File: src/rtl/multiword_adder_sequencer.sv
// rtl/multiword_adder_sequencer.sv - slice-serial multi-precision adder built around one carry-lookahead adder
// Operands are captured on start and summed one WIDTH-bit slice per cycle, least significant first.

module carry_lookahead_adder #(
   parameter int WIDTH = 8
) (
   input  logic [WIDTH-1:0] a,
   input  logic [WIDTH-1:0] b,
   input  logic             carry_in,
   output logic [WIDTH-1:0] sum,
   output logic             carry_out
);

   logic [WIDTH-1:0] w_g;
   logic [WIDTH-1:0] w_p;
   logic [WIDTH:0]   w_c;
   logic             w_term;
   logic             w_prop;

   assign w_g = a & b;
   assign w_p = a ^ b;

   // Each carry is formed directly from generate/propagate terms rather than the previous carry.
   always_comb begin
      w_c    = '0;
      w_term = 1'b0;
      w_prop = 1'b0;
      w_c[0] = carry_in;
      for (int i = 0; i < WIDTH; i++) begin
         w_term = w_g[i];
         w_prop = w_p[i];
         for (int j = i - 1; j >= 0; j--) begin
            w_term = w_term | (w_prop & w_g[j]);
            w_prop = w_prop & w_p[j];
         end
         w_c[i+1] = w_term | (w_prop & carry_in);
      end
   end

   assign sum       = w_p ^ w_c[WIDTH-1:0];
   assign carry_out = w_c[WIDTH];

endmodule

module multiword_adder_sequencer #(
   parameter int WIDTH = 8,
   parameter int WORDS = 4
) (
   input  logic                   clk,
   input  logic                   rst_n,
   input  logic                   start,
   input  logic [WIDTH*WORDS-1:0] a,
   input  logic [WIDTH*WORDS-1:0] b,
   input  logic                   carry_in,
   output logic                   busy,
   output logic                   done,
   output logic [WIDTH*WORDS-1:0] sum,
   output logic                   carry_out
);

   localparam int N    = WIDTH * WORDS;
   localparam int IDXW = (WORDS > 1) ? $clog2(WORDS) : 1;
   localparam logic [IDXW-1:0] LAST_IDX = IDXW'(WORDS - 1);

   typedef enum logic {
      S_IDLE = 1'b0,
      S_RUN  = 1'b1
   } state_t;

   state_t           r_state;
   logic [IDXW-1:0]  r_idx;
   logic [N-1:0]     r_a;
   logic [N-1:0]     r_b;
   logic [N-1:0]     r_work;
   logic             r_carry;
   logic [N-1:0]     r_sum;
   logic             r_cout;
   logic             r_busy;
   logic             r_done;

   logic [WIDTH-1:0] w_a_slice;
   logic [WIDTH-1:0] w_b_slice;
   logic [WIDTH-1:0] w_sum_slice;
   logic             w_cout_slice;
   logic [N-1:0]     w_work_next;

   assign w_a_slice = r_a[r_idx*WIDTH +: WIDTH];
   assign w_b_slice = r_b[r_idx*WIDTH +: WIDTH];

   carry_lookahead_adder #(.WIDTH(WIDTH)) u_cla (
      .a         (w_a_slice),
      .b         (w_b_slice),
      .carry_in  (r_carry),
      .sum       (w_sum_slice),
      .carry_out (w_cout_slice)
   );

   // Working value with the current slice merged in, so the final slice reaches sum on the same edge.
   always_comb begin
      w_work_next = r_work;
      w_work_next[r_idx*WIDTH +: WIDTH] = w_sum_slice;
   end

   always_ff @(posedge clk or negedge rst_n) begin
      if (!rst_n) begin
         r_state <= S_IDLE;
         r_idx   <= '0;
         r_a     <= '0;
         r_b     <= '0;
         r_work  <= '0;
         r_carry <= 1'b0;
         r_sum   <= '0;
         r_cout  <= 1'b0;
         r_busy  <= 1'b0;
         r_done  <= 1'b0;
      end else begin
         r_done <= 1'b0;
         case (r_state)
            S_IDLE: begin
               if (start) begin
                  r_a     <= a;
                  r_b     <= b;
                  r_carry <= carry_in;
                  r_idx   <= '0;
                  r_busy  <= 1'b1;
                  r_state <= S_RUN;
               end
            end
            S_RUN: begin
               r_work  <= w_work_next;
               r_carry <= w_cout_slice;
               if (r_idx == LAST_IDX) begin
                  r_sum   <= w_work_next;
                  r_cout  <= w_cout_slice;
                  r_done  <= 1'b1;
                  r_busy  <= 1'b0;
                  r_idx   <= '0;
                  r_state <= S_IDLE;
               end else begin
                  r_idx <= r_idx + 1'b1;
               end
            end
            default: begin
               r_busy  <= 1'b0;
               r_state <= S_IDLE;
            end
         endcase
      end
   end

   assign busy      = r_busy;
   assign done      = r_done;
   assign sum       = r_sum;
   assign carry_out = r_cout;

endmodule

File: config.mk
export PLATFORM = sky130hd
export DESIGN_NAME = multiword_adder_sequencer
export DESIGN_NICKNAME = d
export VERILOG_FILES = /design/src/rtl/multiword_adder_sequencer.sv
export SDC_FILE = /design/constraint.sdc
export NUM_CORES = 1
export LEC_CHECK = 0
export BUFFER_PORTS_ARGS = -buffer_cell sky130_fd_sc_hd__buf_2
export CAP_MARGIN = 15
export CORE_UTILIZATION = 40
export CTS_CLUSTER_DIAMETER = 100
export DETAILED_ROUTE_END_ITERATION = 8
export PLACE_DENSITY_LB_ADDON = 0.05
export SLEW_MARGIN = 20
export SYNTH_ARGS = -nofsm -noshare
export SYNTH_HDL_FRONTEND = slang
export SYNTH_SLANG_ARGS = --single-unit
File: constraint.sdc
create_clock -name clk -period 7.15 [get_ports clk]
set_clock_uncertainty 0.2 [all_clocks]
set_input_delay 2.145 -clock clk [delete_from_list [all_inputs] [get_ports clk]]
set_output_delay 2.145 -clock clk [all_outputs]
set_load 0.005 [all_outputs]
### Word-level counts from Yosys, hierarchy flattened

Index checks and enable logic that the tools add are counted.

| storage, ports and cells | value |
|---|---|
| flip-flop bits (word level) | 135 |
| input port bits | 68 |
| output and inout bits | 35 |

| operators by class | value |
|---|---|
| $add $sub $neg | 2 |
| equal/unequal tests | 3 |
| shift-type cells | 4 |
| multiplexer cells | 14 |
| bitwise operators | 104 |
| reduce and logical (&&, ||, !) cells | 3 |

Operators by type and width:

| operator | number |
|---|---|
| $and 1x1->1 | 64 |
| $shiftx 32x6->8 | 2 |
| $or 1x1->1 | 36 |
| $neg 5->34 | 1 |
| $shift 8x34->32 const A | 1 |
| $shiftx 8x34->32 | 1 |
| $bwmux 32 | 1 |
| $xor 8x8->8 | 2 |
| $and 8x8->8 | 1 |
| $mux 1 | 7 |
| $pmux 1 s2 | 3 |
| $reduce_and 2->1 | 3 |
| $mux 2 | 2 |
| $pmux 2 s2 | 1 |
| $add 2x1->2 const B | 1 |
| $eq 2x2->1 const B | 1 |
| $ne 2x1->1 const B | 1 |
| $ne 2x2->1 const B | 1 |
| $not 1->1 | 1 |

### Longest topological paths before layout

| logic depth | value |
|---|---|
| word-level depth | 13 |
| gate-level depth with buffers | 10 |
| depth with buffers taken out | 7 |

### By module

From an unflattened synthesis, not the netlist that was laid out.

| unflattened totals | value |
|---|---|
| cells, all modules | 483 |
| area, all modules | 6251.0 µm² |

By module, submodules not included:

| module | times used | cells each | area an instance (µm²) | sequential area each (µm²) |
|---|---|---|---|---|
| multiword_adder_sequencer | 1 | 442 | 5918.2 | 3378.2 |
| carry_lookahead_adder | 1 | 41 | 332.8 | 0.0 |

### Worst setup path after synthesis

OpenSTA, ideal clock, no wires.

| path | value |
|---|---|
| path type | input port to flip-flop |
| start | input port start |
| end | register r_a[0] |
| data arrival time | 3168 ps |
| data required time | 6825 ps |
| setup slack | 3657 ps |
| cell stages on the path | 4 |
| buffers on the path | 2 |
| path through | nor2b_1 clkbuf_1 buf_2 mux2_2 |

| on the way | value |
|---|---|
| cells in the longest elaborated chain, start to end | 1 |

RTL lines:

| item | line | text |
|---|---|---|
| start: declaration | 51 | `input logic start,` |
| $reduce_and 2->1 (no source line) | -- |  |
| end signal: assignment | 108 | `r_a <= '0;` |
| end signal: assignment | 121 | `r_a <= a;` |
| end: declaration | 72 | `logic [N-1:0] r_a;` |

Every way passes these cells.
A chain may end at the register's enable or synchronous reset.

### Worst setup path after layout

| path | value |
|---|---|
| start | register r_idx[0] |
| end | register r_work[28] |

| on the way | value |
|---|---|
| cells in the longest elaborated chain, start to end | 13 |
| elaborated cells on any way between the ends | 86 |

RTL lines:

| item | line | text |
|---|---|---|
| start: declaration | 71 | `logic [IDXW-1:0] r_idx;` |
| start signal: assignment | 140 | `r_idx <= r_idx + 1'b1;` |
| $shiftx 32x6->8, on equally long branches | 87, 88 |  |
| $xor 8x8->8 or $and 8x8->8 (tied branches) | 21, 20 |  |
| $and 1x1->1, on equally long branches | 33, 34 |  |
| $or 1x1->1, or another cell as far along (5 in a row) | 33 | `w_term = w_term \| (w_prop & w_g[j]);` |
| $or 1x1->1 or $and 1x1->1 (tied branches) | 33, 36 |  |
| $or 1x1->1 | 36 | `w_c[i+1] = w_term \| (w_prop & carry_in);` |
| $xor 8x8->8 | 40 | `assign sum = w_p ^ w_c[WIDTH-1:0];` |
| $shiftx 8x34->32 | 101 | `w_work_next[r_idx*WIDTH +: WIDTH] = w_sum_slice;` |
| $bwmux 32 * | 101 |  |
| end signal: assignment | 130 | `r_work <= w_work_next;` |
| end: declaration | 74 | `logic [N-1:0] r_work;` |

Every way passes the cells marked *; elsewhere a longest branch is shown, timed or not.

==> qor_table.md <==
| Parameter | Reported |
|:---|:---|
| Outcome | complete, but fails checks |
| Violated checks | DRC |
| Dominant delay contributor by cell family on the critical path | compound AO/OA/AOI/OAI gates |
| Core Box Area | 14700 um2 |
| Routability congestion estimate from global placement | 0.723 |
| RSZ-0062 raised after global routing | no |
| Number of setup buffers added after CTS | 0 |
| CP Data Arrival Time | 4.02 ns |
| Number of global-route vias before repair | 4291 |
| WHS Path Cells | 2 |
| Endpoint type of the worst setup path | register |
| Synth async-reset ratio | 100% |
| Largest net degree at the start of global routing | 96 |
| Chip Width | 126 um |
| Clock slew at the register clock pins of the worst setup and hold paths | 0.06 ns |
| Cell Area, Synth | 6100 um2 |
| Root buffer selected by CTS | sky130_fd_sc_hd__clkbuf_16 |
| Number of H-tree branching levels | 4 |
| Floorplan die height | 126 um |
| Maximum frequency from static timing analysis | 253 MHz |
| Class of the tightest hold or removal check | register to register |
| Final hold viol count | 0 |
| Proportion of layout cells with a drive suffix above 1 | 40.2% |
| Violation count after the first detailed-route iteration | 212 |
| Sum of buffers and inverters on the critical path | 1 |
| Gates resized, CTS repair | 0 |
| Count of warnings emitted by yosys | 0 |
| Worst path required time | 7.21 ns |
| DRT Pass-1 Iters | 6 |
| Endpoints failing setup | 0 |
| Max-cap viol count | 0 |
| TritonCTS clock tree | yes |
| Ratio of routed vias to standard cells | 5.36 |
| Post-synth EDFFs | 0 |
| Area contributors post-synth | sky130_fd_sc_hd__dfrtp_1 55%, sky130_fd_sc_hd__mux2_2 12%, sky130_fd_sc_hd__mux4_2 5.9%, sky130_fd_sc_hd__ha_1 3.1%, sky130_fd_sc_hd__o21ai_0 2.9% |
| Total Die Area | 15800 um2 |
| Wire length of the first global-routing pass | 22900 um |
| Net count reported at finish | 664 |
| Area leader, netlist | sky130_fd_sc_hd__dfrtp_1 |
| Number of top-level design ports | 103 |
| Final ANT Viol Nets | 0 |
| Top cell type's share of synthesized area | 55.4% |
| Mean area per synthesized cell | 12.8 um2 |
| Number of distinct library cells after synthesis | 44 |
| Startpoint-to-endpoint class of the critical path | register to register |
| Total number of vias | 4167 |
| CTS sink count | 135 |
| Count of fill cells added during filler insertion | 1328 |
| Max-slew headroom | 38.2% |
| Final period utilization | 55.3% |
| DPL Wire Length | 9470 um |
| Critical Path Stages | 8 |
| Sequential area share after synthesis | 55.4% |
| All-Layer GR Usage | 19.2% |
| Buffers from clock root to sink, at most | 2 |
| Total number of placement rows | 44 |
| Initial antenna violation count | 0 |
| Gr ovfl total | 0 |
| Port Buffer Count | 102 |
| Post-synth net total | 561 |
| Register bit count reported by yosys | 135 |
| Number of instances in the synthesized netlist | 477 |
| Setup TNS after final layout | 0 ns |
| Cells along the critical path | buf_4 -> mux4_2 -> ha_1 -> a211oi_2 -> o21bai_1 -> a21oi_1 -> xor2_1 -> o21ai_0 |
| Transition at the pin with the smallest max-transition slack | 0.920 ns |
| Initial Utilization | 41.5% |
| Clock latency reported for the late side of the worst-skew pair | 0.42 ns |
| Crit path max-delay cell type | sky130_fd_sc_hd__dfrtp_1 |
| Hold bufs inserted after CTS | 0 |
| Clock buffers created by TritonCTS | 17 |
| Register-to-Register Path Depth | 8 |
| Critical path startpoint category | register |
| Clock period minus final worst setup slack | 3.96 ns |
| Maximum fanout count along the critical path | 14 |
| Layout area overhead | 22.0% |
| Number of pins with negative max-slew slack in the final report | 0 |
| Wire length per cell | 17.7 um |
| Delay of the slowest cell on the worst path | 0.81 ns |
| Ys flop type | sky130_fd_sc_hd__dfrtp_1 |
| DR DRC count | 8 |
| Routed wire length | 13800 um |
[final timing paths]
check	slack, ns	from	to
worst max-delay path	3.19	r_idx[0]$_DFFE_PN0P_	r_work[28]$_DFFE_PN0P_
worst min-delay path	0.27	r_work[23]$_DFFE_PN0P_	r_work[23]$_DFFE_PN0P_
worst max register to register	3.19	r_idx[0]$_DFFE_PN0P_	r_work[28]$_DFFE_PN0P_
worst min register to register	0.27	r_work[23]$_DFFE_PN0P_	r_work[23]$_DFFE_PN0P_
max in group asynchronous	4.07	rst_n	r_b[10]$_DFFE_PN0P_
min in group asynchronous	1.60	rst_n	done$_DFF_PN0_
[cell usage in the layout, fill, tap and decap left out, drive strengths merged, types with 2 or more instances in the layout]
cell,synthesis,routed
dfrtp,135,135
buf,14,107
mux2,64,64
nor2,45,45
nand2,44,44
o21ai,39,39
clkbuf,9,23
a221oi,20,20
a21oi,17,17
mux4,16,16
ha,15,15
and3,12,12
a32o,8,8
inv,5,5
xor2,5,5
clkinv,2,5
bufinv,0,4
nor3,4,4
xnor2,4,4
a211oi,4,4
nor2b,2,2
a21o,2,2
[metal layers]
metal | global-route usage [%] | part of all wire (%) | up-vias
met5 | 0 | 0 | -
met4 | 8.18 | 1.5 | 0
li1 | - | - | 1944
met2 | 30.8 | 49 | 99
met3 | 5.26 | 5.2 | 12
met1 | 24.4 | 45 | 2112
[Yosys cell counts, drive strengths merged (2+ instances only)]
library cell  instances
dfrtp               135
mux2                 64
nor2                 45
nand2                44
o21ai                39
a221oi               20
a21oi                17
mux4                 16
ha                   15
buf                  14
and3                 12
clkbuf                9
a32o                  8
inv                   5
xor2                  5
a211oi                4
nor3                  4
xnor2                 4
a21o                  2
clkinv                2
nor2b                 2
[state kept, by name, indices dropped and copies added, names as in the netlist]
register,count
r_a,32
r_b,32
r_work,32
sum,32
r_idx,2
busy,1
carry_out,1
done,1
r_carry,1
r_state,1
[through the flow]
stage	cell area (um2)	util [%]	worst slack [ns]	hold slack (ns)	instances
6_report	7450	50.7	3.19	0.273	777
5_1_grt	7440	50.6	2.83	0.294	776
4_1_cts	7440	50.6	3.07	0.275	776
3_5_place_dp	6800	46.3	3.10	0.263	745
3_3_place_gp	6780	46.2	2.72	0.255	744
2_1_floorplan	6100	-	3.66	0.242	477
[worst register-to-register path, stage by stage (launching register included)]
cell	delay (ns)
sky130_fd_sc_hd__dfrtp_1	0.81
sky130_fd_sc_hd__buf_4	0.37
sky130_fd_sc_hd__mux4_2	0.57
sky130_fd_sc_hd__ha_1	0.35
sky130_fd_sc_hd__a211oi_2	0.29
sky130_fd_sc_hd__o21bai_1	0.19
sky130_fd_sc_hd__a21oi_1	0.21
sky130_fd_sc_hd__xor2_1	0.61
sky130_fd_sc_hd__o21ai_0	0.19
[final cells by class]
cell class	count	area [um2]	share of cell area (%)
sequential	135	3380	45.4
multi-input combinational	312	2600	34.9
timing repair buffer	107	567	7.61
clock buffer	23	498	6.69
tap	184	230	3.09
clock inverter	8	143	1.92
inverter	7	26.3	0.353
antenna	1	2.50	0.0336
[kinds of logic (layout without fill, tap and decap cells)]
logic type | after synthesis | count (layout) | share of synthesized area, %
xor gates and xnor gates | 9 | 9 | 1.54
other | 0 | 1 | 0
AOI/OAI and AO/OA | 95 | 95 | 11.4
DFF | 135 | 135 | 55.4
muxes | 80 | 80 | 17.7
and+or+nand+nor | 112 | 112 | 8.45
adders and majority gates | 16 | 16 | 3.40
buffers and inverters | 30 | 145 | 2.13
Power is not shown: default switching activity piles up to over one toggle a cycle in this logic, so the estimate is an artifact.
